--- config.mk ---
export PLATFORM = sky130hd
export DESIGN_NAME = fma16_normround
export DESIGN_NICKNAME = d
export VERILOG_FILES = /design/src/rtl/fma16_normround.sv
export SDC_FILE = /design/constraint.sdc
export NUM_CORES = 1
export LEC_CHECK = 0
export CORE_ASPECT_RATIO = 1.75
export CORE_MARGIN = 4
export CORE_UTILIZATION = 40
export CTS_BUF_LIST = sky130_fd_sc_hd__clkbuf_16
export DETAILED_ROUTE_END_ITERATION = 10
export GPL_ROUTABILITY_DRIVEN = 0
export SYNTH_ARGS = -nofsm -noshare
export SYNTH_HDL_FRONTEND = slang
export SYNTH_SLANG_ARGS = --single-unit
--- constraint.sdc ---
create_clock -name clk -period 11 [get_ports clk]
set_input_delay 1.65 -clock clk [delete_from_list [all_inputs] [get_ports clk]]
set_output_delay 1.65 -clock clk [all_outputs]
set_load 0.01 [all_outputs]
--- src/rtl/fma16_normround.sv ---
// fp16 FMA normalize/round/pack: 2-stage valid/ready pipeline after the sum stage.
// Optional FMA16_FLAGS_EN adds registered {overflow, underflow, inexact} flags.
module fma16_normround #(
  parameter int LAT_BYPASS = 0
) (
  input  logic        clk,
  input  logic        reset,
  input  logic        in_valid,
  output logic        in_ready,
  input  logic [33:0] Sm,
  input  logic [6:0]  Se,
  input  logic        Ss,
  input  logic        ASticky,
  input  logic [1:0]  RoundMode,
  input  logic        Special,
  input  logic [15:0] SpecialResult,
  output logic        out_valid,
  input  logic        out_ready,
  output logic [15:0] Result,
  output logic [2:0]  Flags
);

  if (LAT_BYPASS != 0) begin : g_lat_chk
    $error("LAT_BYPASS is reserved and must be 0");
  end

  logic        s1_valid_q, s2_valid_q;
  logic [32:0] s1_n_q;
  logic [8:0]  s1_e_q;
  logic        s1_s_q, s1_ast_q, s1_sp_q, s1_z_q;
  logic [1:0]  s1_rm_q;
  logic [15:0] s1_spr_q;
  logic [15:0] res_q, res_d;

  logic s2_adv, s1_ld, s2_ld;
  assign s2_adv    = ~s2_valid_q | out_ready;
  assign in_ready  = ~s1_valid_q | s2_adv;
  assign s1_ld     = in_valid & in_ready;
  assign s2_ld     = s2_adv & s1_valid_q;
  assign out_valid = s2_valid_q;
  assign Result    = res_q;

  logic [5:0]  lzc;
  logic [32:0] n_d;
  logic [8:0]  e_d;

  always_comb begin
    lzc = 6'd34;
    for (int i = 0; i < 34; i++) begin
      if (Sm[i]) lzc = 6'(33 - i);
    end
  end

  // the leading one lands in bit 33 and is implicit, so it is dropped
  assign n_d = 33'(Sm << lzc);
  assign e_d = {{2{Se[6]}}, Se} + 9'd13 - {3'b000, lzc};

  always_ff @(posedge clk or posedge reset) begin
    if (reset) begin
      s1_valid_q <= 1'b0;
      s1_n_q     <= '0;
      s1_e_q     <= '0;
      s1_s_q     <= 1'b0;
      s1_ast_q   <= 1'b0;
      s1_rm_q    <= '0;
      s1_sp_q    <= 1'b0;
      s1_spr_q   <= '0;
      s1_z_q     <= 1'b0;
    end else begin
      if (in_ready) s1_valid_q <= in_valid;
      if (s1_ld) begin
        s1_n_q   <= n_d;
        s1_e_q   <= e_d;
        s1_s_q   <= Ss;
        s1_ast_q <= ASticky;
        s1_rm_q  <= RoundMode;
        s1_sp_q  <= Special;
        s1_spr_q <= SpecialResult;
        s1_z_q   <= (Sm == 34'd0);
      end
    end
  end

  logic [9:0] frac, fr;
  logic [8:0] er;
  logic       g, st, inc, ovf, uf, to_inf;

  assign frac = s1_n_q[32:23];
  assign g    = s1_n_q[22];
  assign st   = (|s1_n_q[21:0]) | s1_ast_q;

  always_comb begin
    inc = 1'b0;
    unique case (s1_rm_q)
      2'b00: inc = 1'b0;
      2'b01: inc = g & (st | frac[0]);
      2'b10: inc = (g | st) & s1_s_q;
      2'b11: inc = (g | st) & ~s1_s_q;
    endcase
  end

  assign {er, fr} = {s1_e_q, frac} + {18'd0, inc};
  assign ovf    = $signed(er) >= 9'sd31;
  assign uf     = $signed(s1_e_q) <= 9'sd0;
  assign to_inf = (s1_rm_q == 2'b01)
                | ((s1_rm_q == 2'b11) & ~s1_s_q)
                | ((s1_rm_q == 2'b10) & s1_s_q);

  always_comb begin
    res_d = {s1_s_q, er[4:0], fr};
    if (s1_sp_q)
      res_d = s1_spr_q;
    else if (s1_z_q & ~s1_ast_q)
      res_d = (s1_rm_q == 2'b10) ? 16'h8000 : 16'h0000;
    else if (s1_z_q | uf)
      res_d = {s1_s_q, 15'd0};
    else if (ovf)
      res_d = to_inf ? {s1_s_q, 15'h7C00} : {s1_s_q, 15'h7BFF};
  end

  always_ff @(posedge clk or posedge reset) begin
    if (reset) begin
      s2_valid_q <= 1'b0;
      res_q      <= '0;
    end else begin
      if (s2_adv) s2_valid_q <= s1_valid_q;
      if (s2_ld)  res_q      <= res_d;
    end
  end

`ifdef FMA16_FLAGS_EN
  logic [2:0] flg_q, flg_d;

  always_comb begin
    flg_d = {2'b00, g | st};
    if (s1_sp_q)
      flg_d = 3'b000;
    else if (s1_z_q & ~s1_ast_q)
      flg_d = 3'b000;
    else if (s1_z_q | uf)
      flg_d = 3'b011;
    else if (ovf)
      flg_d = 3'b101;
  end

  always_ff @(posedge clk or posedge reset) begin
    if (reset)      flg_q <= 3'b000;
    else if (s2_ld) flg_q <= flg_d;
  end

  assign Flags = flg_q;
`else
  assign Flags = 3'b000;
`endif

endmodule

==> impl_metrics.env, run 1 <==
export IMPL_sequential_cell_area_um2=2050
export IMPL_post_route_cells_drive_above_1_share_pct=8.28
export IMPL_syn_avg_cell_area_um2=7.97
export IMPL_port_buffer_count=83
export IMPL_number_of_placed_i_o_pins=87
export IMPL_cts_tree="yes"
export IMPL_grt_pass1_vias=6822
export IMPL_multiInputGateArea_um2=4310
export IMPL_cell_area_power_density_nw_per_um2=136
export IMPL_distinct_cell_type_count_of_the_synthesized_netlist=81
export IMPL_seq_area_frac_synth_pct=30.3
export IMPL_global_route_wire_length_before_repair_um=36500
export IMPL_cts_sinks=82
export IMPL_syn_inst=849
export IMPL_clkSlewWorstSetupHoldPaths_ns=0.06
export IMPL_fin_skew_ns=0.00967
export IMPL_clk_root_buffer_cell="sky130_fd_sc_hd__clkbuf_16"
export IMPL_ff2ff_setup_slack_ns=6.65
export IMPL_clkLatencyLatePin_ns=0.33
export IMPL_leakagePower_nw=3.35
export IMPL_synth_most_common_cell="sky130_fd_sc_hd__nand2_1"
export IMPL_floorplan_core_area_um2=16500
export IMPL_worstSetupStartpointType="input port"
export IMPL_fillers=1661
export IMPL_post_synthesis_cell_type_with_the_largest_combined_area="sky130_fd_sc_hd__dfrtp_1"
export IMPL_die_height_um=180
export IMPL_drt_pre_antenna_iters=5
export IMPL_initialDrtViolationCount=356
export IMPL_hold_class="reg -> reg"
export IMPL_post_cts_setup_buffers=0
export IMPL_number_of_rows_created_at_floorplan=62
export IMPL_critical_path_endpoint_type="register"
export IMPL_postLayoutSetupSlackWorst_ns=5.51
export IMPL_grt_setup_unrepaired="no"
export IMPL_synth_ff_latch_count=82
export IMPL_totalNegativeSetupSlack_ns=0
export IMPL_worst_slew_pin_slew_ns=1.00
export IMPL_yosys_most_used_dff="sky130_fd_sc_hd__dfrtp_1"
export IMPL_min_period_ns=5.49
export IMPL_critPathRequiredTime_ns=11.18
export IMPL_clock_path_buffers=2
export IMPL_h_tree_depth=3
export IMPL_achievable_frequency_mhz=182
export IMPL_yosys_top_cells_count="sky130_fd_sc_hd__nand2_1, sky130_fd_sc_hd__dfrtp_1, sky130_fd_sc_hd__nor2_1"
export IMPL_initial_utilization_pct=40.9
export IMPL_critical_path_peak_fanout=34
export IMPL_report_final_setup_viol=0
export IMPL_finalHoldViolations=0
export IMPL_drt_drc_violations_left=0
export IMPL_grt_max_degree=76
export IMPL_syn_to_final_growth_pct=19.8
export IMPL_critical_path_slowest_cell="sky130_fd_sc_hd__or4_1"
export IMPL_period_share_pct=49.9
export IMPL_synth_enable_flop_cells=0
export IMPL_synth_area_leaders="sky130_fd_sc_hd__dfrtp_1, sky130_fd_sc_hd__nand2_1, sky130_fd_sc_hd__o21ai_0, sky130_fd_sc_hd__a21oi_1, sky130_fd_sc_hd__nor2_1"
export IMPL_crit_path_frequent_cell="sky130_fd_sc_hd__a21o_1"
export IMPL_via_count=6923
export IMPL_synthesis_area_um2=6760
export IMPL_place_hpwl_um=17700
export IMPL_route_detailed_vias_per_inst=6.13
export IMPL_grt_total_usage_pct=23.9
export IMPL_async_flop_share_pct=100
export IMPL_num_antenna_cells=0
export IMPL_worstPathCellList="clkdlybuf4s50_1 > or4_1 > o211a_1 > o21ai_2 > nand2_4 > clkinv_4 > ha_1 > inv_1 > ha_1 > a21o_1 > a21o_1 > a21o_1 > a21oi_1 > xor2_1 > o21ai_0"
export IMPL_cts_made_buffers=9
export IMPL_yosysWarningCount=0
export IMPL_path_class="in -> reg"
export IMPL_worst_path_largest_cell_delay_ns=0.65
export IMPL_routedWlPerCell_um=20.5
export IMPL_synth_top_area_share_pct=30.3
export IMPL_ctsResizeCount=0
export IMPL_detailedPlace_worstSlack_ns=5.22
export IMPL_antenna_found_initial=0
export IMPL_max_cap_violations=0
export IMPL_cp_arrival_ns=5.67
export IMPL_timing_final_max_slew_violations=0
export IMPL_die_area_um2=19100
export IMPL_antenna_left=0
export IMPL_chipWidth_um=106
export IMPL_design_power_total_mw=1.10
export IMPL_cts_hold_repair_buffers=0
export IMPL_detail_route_wirelength_um=23100
export IMPL_status="finished, final reports clean"
export IMPL_grt_overflow_total=0
export IMPL_worst_rel_slew_slack_pct=33.0
export IMPL_nNetsFinal=983
export IMPL_peakVddDrop_mv=0.0786
-- state kept, by name, summed over array words and instances (netlist names), 2 cells and up --
register and cells:
s1_n_q 33, s1_rm_q 2, Result 16, s1_spr_q 16
s1_e_q 9
-- layout make-up --
type	count	share of cell area [%]
multi-input cells	668	53.2
flip-flops and latches	82	25.3
repair buffers	100	11.8
well taps	224	3.46
clock buffers	9	2.78
inverters	40	1.99
clock inverters	7	1.45
-- cells in the final DEF, fill, tap and decap left out, drive strengths merged, types with 8 or more instances in the layout --
| master | n |
|---|---|
| a221o | 18 |
| a211oi | 11 |
| a22o | 8 |
| nor4 | 31 |
| nor2b | 9 |
| clkdlybuf4s50 | 83 |
| nand3 | 19 |
| o31ai | 8 |
| a21o | 10 |
| dfrtp | 82 |
| nand2b | 8 |
| nor2 | 58 |
| nand4 | 17 |
| buf | 17 |
| a31oi | 13 |
| o211ai | 13 |
| mux2i | 9 |
| o221ai | 9 |
| inv | 38 |
| o21ai | 55 |
| nand2 | 150 |
| nor3 | 21 |
| clkbuf | 9 |
| xnor2 | 9 |
| and2 | 10 |
| ha | 15 |
| a21oi | 45 |
-- worst max-delay path: cells and delay by family --
| kind | cells | cell delay (ns) |
|---|---|---|
| xor gates and xnor gates | 1 | 0.15 |
| adders and majority gates | 2 | 0.53 |
| and+or+nand+nor | 2 | 0.97 |
| buffers and inverters | 3 | 0.95 |
| AOI/OAI and AO/OA | 7 | 1.43 |
-- per-stage QoR --
stage	instance area [um2]	utilization [%]	hold WS (ns)	std cells
2_1_floorplan	6770	-	0.446	851
3_3_place_gp	7760	46.9	0.462	1114
3_5_place_dp	7760	46.9	0.463	1114
4_1_cts	8100	49.0	0.482	1130
5_1_grt	8100	49.0	0.490	1130
6_report	8100	49.0	0.473	1130
-- power by group --
group	total (mW)	switching, mW	leakage, nW	internal (mW)
combinational	0.355	0.192	2.17	0.162
clock	0.340	0.119	0.169	0.222
sequential	0.409	0.0493	1.01	0.359
total	1.10	0.360	3.35	0.743
-- metal layers --
metal	up-vias	part of all wire, %	track usage, %
met2	307	53	43.6
met5	-	0	0
li1	3289	-	-
met1	3254	36	25.5
met4	0	7.1	15.8
met3	73	4.5	2.26
-- worst paths after layout --
kind	cells after the start	startpoint	to
min in group asynchronous	2	reset	s1_e_q[4]
max in group asynchronous	3	reset	out_valid
min reg2reg	2	Result[14]	Result[14]
max	15	Sm[6]	s1_e_q[6]
max reg2reg	14	s1_rm_q[0]	Result[10]
min	2	Result[14]	Result[14]
-- cell families after synthesis --
group                      Yosys count  share of synthesized area [%]
AOI/OAI and AO/OA                  269                           29.2
DFF                                 82                           30.3
other                                1                         0.0554
and+or+nand+nor                    341                           24.0
xor gates and xnor gates            16                           2.07
muxes                               23                           4.83
buffers and inverters              101                           6.42
adders and majority gates           16                           3.07
Power figures use the tool's default switching activity.
==> inputs of run 2 (changes only) <==
==> constraint.sdc (replaced) <==
create_clock -name clk -period 5.73 [get_ports clk]
set_input_delay 0.8595 -clock clk [delete_from_list [all_inputs] [get_ports clk]]
set_output_delay 0.8595 -clock clk [all_outputs]
set_load 0.01 [all_outputs]
==> run 2 against run 1 <==
Utilization is 0.17 points higher. Critical path depth decreased by 1. First-iteration DRC count is 44% higher. Routed wire length rose by 3.4%. Non-clock buffer count up 6. Die area unchanged. Via count is 1.5% higher. Combinational power up 95%.
==> impl_metrics.env, run 2 (synthesis gave the netlist of run 1 again) <==
export IMPL_cts_hold_repair_buffers=0
export IMPL_initial_utilization_pct=40.9
export IMPL_cell_area_power_density_nw_per_um2=258
export IMPL_period_share_pct=78.6
export IMPL_syn_to_final_growth_pct=20.2
export IMPL_max_cap_violations=0
export IMPL_status="finished, final reports clean"
export IMPL_worstSetupStartpointType="input port"
export IMPL_min_period_ns=4.51
export IMPL_die_area_um2=19100
export IMPL_hold_class="reg -> reg"
export IMPL_grt_total_usage_pct=24.6
export IMPL_largest_register_by_flop_count="s1_n_q"
export IMPL_nNetsFinal=989
export IMPL_clkLatencyLatePin_ns=0.34
export IMPL_ctsResizeCount=0
export IMPL_floorplan_core_area_um2=16500
export IMPL_worst_slew_pin_slew_ns=1.08
export IMPL_cts_tree="yes"
export IMPL_seq_power_share_pct=37.1
export IMPL_drt_drc_violations_left=0
export IMPL_commonest_non_fill_non_tap_cells_in_the_layout="sky130_fd_sc_hd__nand2_1, sky130_fd_sc_hd__clkdlybuf4s50_1, sky130_fd_sc_hd__dfrtp_1, sky130_fd_sc_hd__nor2_1, sky130_fd_sc_hd__o21ai_0"
export IMPL_antenna_left=0
export IMPL_cts_sinks=82
export IMPL_totalNegativeSetupSlack_ns=0
export IMPL_post_cts_setup_buffers=0
export IMPL_cell_internal_pwr_mw=1.39
export IMPL_routedWlPerCell_um=21.0
export IMPL_critical_path_endpoint_type="register"
export IMPL_peakVddDrop_mv=0.152
export IMPL_cell_area_after_layout_um2=8130
export IMPL_grt_setup_unrepaired="no"
export IMPL_leakagePower_nw=3.36
export IMPL_number_of_placed_i_o_pins=87
export IMPL_dpl_cell_area_um2=7800
export IMPL_fin_skew_ns=0.00910
export IMPL_h_tree_depth=3
export IMPL_number_of_rows_created_at_floorplan=62
export IMPL_num_antenna_cells=0
export IMPL_clock_path_buffers=2
export IMPL_post_route_cells_drive_above_1_share_pct=8.88
export IMPL_detail_route_wirelength_um=23900
export IMPL_p_comb_share_pct=33.1
export IMPL_drt_pre_antenna_iters=6
export IMPL_fillers=1683
export IMPL_global_route_wire_length_before_repair_um=37600
export IMPL_power_net_switching_uw=711
export IMPL_die_height_um=180
export IMPL_timing_final_max_slew_violations=0
export IMPL_initialDrtViolationCount=511
export IMPL_grt_pass1_vias=6861
export IMPL_chipWidth_um=106
export IMPL_clkSlewWorstSetupHoldPaths_ns=0.06
export IMPL_cts_made_buffers=9
export IMPL_place_hpwl_um=18500
export IMPL_worst_rel_slew_slack_pct=27.6
export IMPL_finalHoldViolations=0
export IMPL_worst_hold_slack_ns=0.479
export IMPL_layout_commonest_cell="sky130_fd_sc_hd__nand2_1"
export IMPL_power_clock_fraction_pct=29.8
export IMPL_antenna_found_initial=0
export IMPL_critical_path_peak_fanout=34
export IMPL_port_buffer_count=83
export IMPL_report_final_setup_viol=0
export IMPL_route_detailed_vias_per_inst=6.18
export IMPL_p_sw_share_pct=33.8
export IMPL_path_class="in -> reg"
export IMPL_achievable_frequency_mhz=222
export IMPL_cp_arrival_ns=4.70
export IMPL_critPathRequiredTime_ns=5.92
export IMPL_multiInputGateArea_um2=4310
export IMPL_largest_register_ff_count=33
export IMPL_sequential_cell_area_um2=2050
export IMPL_via_count=7024
export IMPL_grt_max_degree=53
export IMPL_grt_overflow_total=0
export IMPL_clk_root_buffer_cell="sky130_fd_sc_hd__clkbuf_16"
-- run 2: per-layer routing --
metal	GRT usage (%)	wire, um	vias up
met4	16.8	1690	0
li1	-	-	3318
met1	27.3	8790	3286
met2	43.7	12400	317
met3	2.29	1080	103
met5	0	0	-
-- run 2: stage by stage --
| step | utilization (%) | std cells | worst slack, ns | power, mW |
|---|---|---|---|---|
| 6_report | 49.2 | 1136 | 1.22 | 2.10 |
| 4_1_cts | 49.2 | 1136 | 1.23 | 2.11 |
| 2_1_floorplan | - | 851 | 1.52 | 1.19 |
| 3_3_place_gp | 47.2 | 1120 | 0.985 | 1.47 |
| 3_5_place_dp | 47.2 | 1120 | 0.965 | 1.48 |
| 5_1_grt | 49.2 | 1136 | 0.885 | 2.21 |
-- run 2: layout make-up --
| class | count | share of cell area [%] |
|---|---|---|
| multi-input combinational | 668 | 53.0 |
| clock buffer | 9 | 2.77 |
| clock inverter | 7 | 1.25 |
| timing repair buffer | 106 | 12.3 |
| sequential | 82 | 25.2 |
| tap | 224 | 3.45 |
| inverter | 40 | 1.99 |
-- run 2: power by group through the flow --
stage / Clock, mW / Sequential (mW) / Combinational [mW]
global route: 0.658 / 0.797 / 0.758
CTS: 0.637 / 0.780 / 0.693
global placement: 0 / 0.787 / 0.686
finish: 0.626 / 0.780 / 0.694
detailed placement: 0 / 0.789 / 0.690
floorplan: 0 / 0.779 / 0.415
-- run 2: final timing paths --
check	from	endpoint	slack (ns)	cells past startpoint
worst max-delay path	Sm[27]	s1_e_q[6]	1.22	14
worst min-delay path	Result[14]	Result[14]	0.48	2
worst max register to register	s1_rm_q[0]	Result[10]	1.27	14
worst min register to register	Result[14]	Result[14]	0.48	2
max in group asynchronous	reset	s1_spr_q[15]	3.79	3
min in group asynchronous	reset	s1_spr_q[5]	0.91	2
-- run 2: worst max-delay path, stage by stage --
cell and delay (ns):
sky130_fd_sc_hd__clkdlybuf4s50_1 0.52, sky130_fd_sc_hd__nor4_1 0.84, sky130_fd_sc_hd__o21ai_2 0.27, sky130_fd_sc_hd__nand2_4 0.43
sky130_fd_sc_hd__clkinv_4 0.09, sky130_fd_sc_hd__ha_1 0.33, sky130_fd_sc_hd__inv_1 0.06, sky130_fd_sc_hd__ha_1 0.29
sky130_fd_sc_hd__a21o_1 0.18, sky130_fd_sc_hd__a21o_1 0.19, sky130_fd_sc_hd__a21o_1 0.19, sky130_fd_sc_hd__a21oi_1 0.21
sky130_fd_sc_hd__xor2_1 0.15, sky130_fd_sc_hd__o21ai_0 0.08
==> inputs of run 3 (changes only) <==
==> constraint.sdc (replaced) <==
create_clock -name clk -period 3.6 [get_ports clk]
set_input_delay 0.54 -clock clk [delete_from_list [all_inputs] [get_ports clk]]
set_output_delay 0.54 -clock clk [all_outputs]
set_load 0.01 [all_outputs]
==> run 3 against run 2 <==
Cell area is 19% higher. Critical path depth rose by 3. The run now ends with setup timing left. Count of clock-buffer cells in the layout stayed put. Setup slack lost 1.3 ns. Register-to-register slack got worse by 1.3 ns. First-iteration DRC count decreased by 16%. Non-clock buffer count grew 168. Die area did not move. Critical path type is now reg -> reg. Combinational power is 100% higher. Highest routed layer unchanged. Global-route usage grew 1.8 points. Hold slack got worse by 0.0033 ns.
==> impl_metrics.env, run 3 (synthesis gave the netlist of run 1 again) <==
export IMPL_hold_class="reg -> reg"
export IMPL_timing_critical_path_max_delay_family="compound AO/OA/AOI/OAI gates"
export IMPL_chipWidth_um=106
export IMPL_drt_pre_antenna_iters=5
export IMPL_cp_arrival_ns=3.89
export IMPL_h_tree_depth=3
export IMPL_drt_drc_violations_left=0
export IMPL_worst_slew_pin_slew_ns=0.780
export IMPL_clk_root_buffer_cell="sky130_fd_sc_hd__clkbuf_16"
export IMPL_syn_to_final_growth_pct=43.0
export IMPL_failed_checks="setup timing"
export IMPL_achievable_frequency_mhz=272
export IMPL_routedWlPerCell_um=19.4
export IMPL_fin_skew_ns=0.00509
export IMPL_layout_commonest_cell="sky130_fd_sc_hd__buf_4"
export IMPL_cts_hold_repair_buffers=0
export IMPL_antenna_left=0
export IMPL_cts_tree="yes"
export IMPL_critPathRequiredTime_ns=3.82
export IMPL_commonest_non_fill_non_tap_cells_in_the_layout="sky130_fd_sc_hd__buf_4, sky130_fd_sc_hd__nand2_1, sky130_fd_sc_hd__dfrtp_1, sky130_fd_sc_hd__clkdlybuf4s50_1, sky130_fd_sc_hd__nor2_1"
export IMPL_critical_path_peak_fanout=4
export IMPL_leakagePower_nw=4.25
export IMPL_detailedPlace_worstSlack_ns=-0.321
export IMPL_clock_path_buffers=2
export IMPL_largest_register_by_flop_count="s1_n_q"
export IMPL_clkLatencyLatePin_ns=0.33
export IMPL_grt_total_usage_pct=26.4
export IMPL_initial_utilization_pct=40.9
export IMPL_route_detailed_vias_per_inst=5.82
export IMPL_ff2ff_path_depth=17
export IMPL_die_height_um=180
export IMPL_hold_path_depth=2
export IMPL_worstPathCellList="and2_4 > ha_4 > o31ai_2 > ha_2 > ha_4 > nand4_1 > buf_4 > or4_4 > a21oi_4 > a32o_2 > a211oi_2 > buf_4 > buf_4 > buf_4 > a21oi_2 > a2bb2oi_1 > o21ai_1"
export IMPL_worst_rel_slew_slack_pct=47.9
export IMPL_largest_register_ff_count=33
export IMPL_cts_made_buffers=9
export IMPL_report_final_setup_viol=11
export IMPL_floorplan_core_area_um2=16500
export IMPL_number_of_placed_i_o_pins=87
export IMPL_place_hpwl_um=19900
export IMPL_nNetsFinal=1157
export IMPL_post_place_cells=1279
export IMPL_peakVddDrop_mv=0.272
export IMPL_detail_route_wirelength_um=25200
export IMPL_status="finished with violations"
export IMPL_cts_sinks=82
export IMPL_period_share_pct=102
export IMPL_clkSlewWorstSetupHoldPaths_ns=0.06
export IMPL_die_area_um2=19100
export IMPL_worst_path_stages=17
export IMPL_min_period_ns=3.68
export IMPL_post_route_cells_drive_above_1_share_pct=26.4
export IMPL_grt_setup_unrepaired="yes"
export IMPL_critical_path_slowest_cell="sky130_fd_sc_hd__or4_4"
export IMPL_initialDrtViolationCount=429
export IMPL_path_class="reg -> reg"
export IMPL_antenna_found_initial=0
export IMPL_via_count=7573
export IMPL_final_cell_count_no_fill=1302
export IMPL_grt_overflow_total=0
export IMPL_number_of_rows_created_at_floorplan=62
export IMPL_grt_pass1_vias=7598
export IMPL_crit_path_frequent_cell="sky130_fd_sc_hd__buf_4"
export IMPL_worstSetupStartpointType="register"
export IMPL_postLayoutSetupSlackWorst_ns=-0.0761
export IMPL_worst_path_largest_cell_delay_ns=0.50
export IMPL_global_route_wire_length_before_repair_um=40200
export IMPL_num_antenna_cells=0
export IMPL_port_buffer_count=83
export IMPL_cell_area_power_density_nw_per_um2=365
export IMPL_path_buf_inv=4
export IMPL_finalHoldViolations=0
export IMPL_critical_path_endpoint_type="register"
export IMPL_max_cap_violations=0
export IMPL_timing_final_max_slew_violations=0
export IMPL_grt_max_degree=41
==> run 3: through the flow <==
step           area (um2)  total power, mW  hold slack [ns]  setup TNS [ns]  util, %
2_1_floorplan        6790             1.90            0.446        -0.00427        -
3_3_place_gp         9060             2.53            0.458           -4.73     54.8
3_5_place_dp         9060             2.55            0.463           -5.89     54.8
4_1_cts              9520             3.50            0.478               0     57.6
5_1_grt              9670             3.74            0.503           -3.07     58.5
6_report             9670             3.53            0.476          -0.491     58.5
==> run 3: path summary, 6_finish.rpt <==
kind	from	endpoint	slack [ns]
worst min register to register	s1_spr_q[0]	s1_spr_q[0]	0.48
worst max register to register	s1_rm_q[0]	Result[0]	-0.08
min in group asynchronous	reset	s1_spr_q[3]	0.53
worst min-delay path	s1_spr_q[0]	s1_spr_q[0]	0.48
worst max-delay path	s1_rm_q[0]	Result[0]	-0.08
max in group asynchronous	reset	s1_n_q[5]	2.32
==> run 3: what timing repair did <==
action,4_1_cts,5_1_grt
resized for setup,34,29
pin swaps,13,24
cloned,1,0
hold endpoints to repair,0,0
endpoints found under the setup margin,15,26
buffers inserted,7,3
==> run 3: cell type report <==
class	count	area, um2
Sequential cell	82	2050
Tap cell	224	280
Clock buffer	9	225
Timing Repair Buffer	274	2330
Fill cell	1552	6850
Inverter	40	161
Multi-Input combinational cell	668	4570
Clock inverter	5	47.5
==> run 3: worst min-delay path, stage by stage, from the launching register on <==
cell,delay (ns)
sky130_fd_sc_hd__dfrtp_1,0.34
sky130_fd_sc_hd__nand2_1,0.05
sky130_fd_sc_hd__nand2_1,0.06
==> run 3: power breakdown <==
part | internal [mW] | switching (mW)
sequential | 1.10 | 0.160
combinational | 0.718 | 0.691
clock | 0.522 | 0.345
total | 2.34 | 1.20
==> run 3: layer usage <==
layer / share of wire [%] / wire length (um) / global-route usage, %
met5: 0 / 0 / 0
met4: 7.7 / 1930 / 19.0
met3: 3.6 / 902 / 2.29
met2: 53 / 13400 / 48.4
met1: 36 / 8960 / 27.5
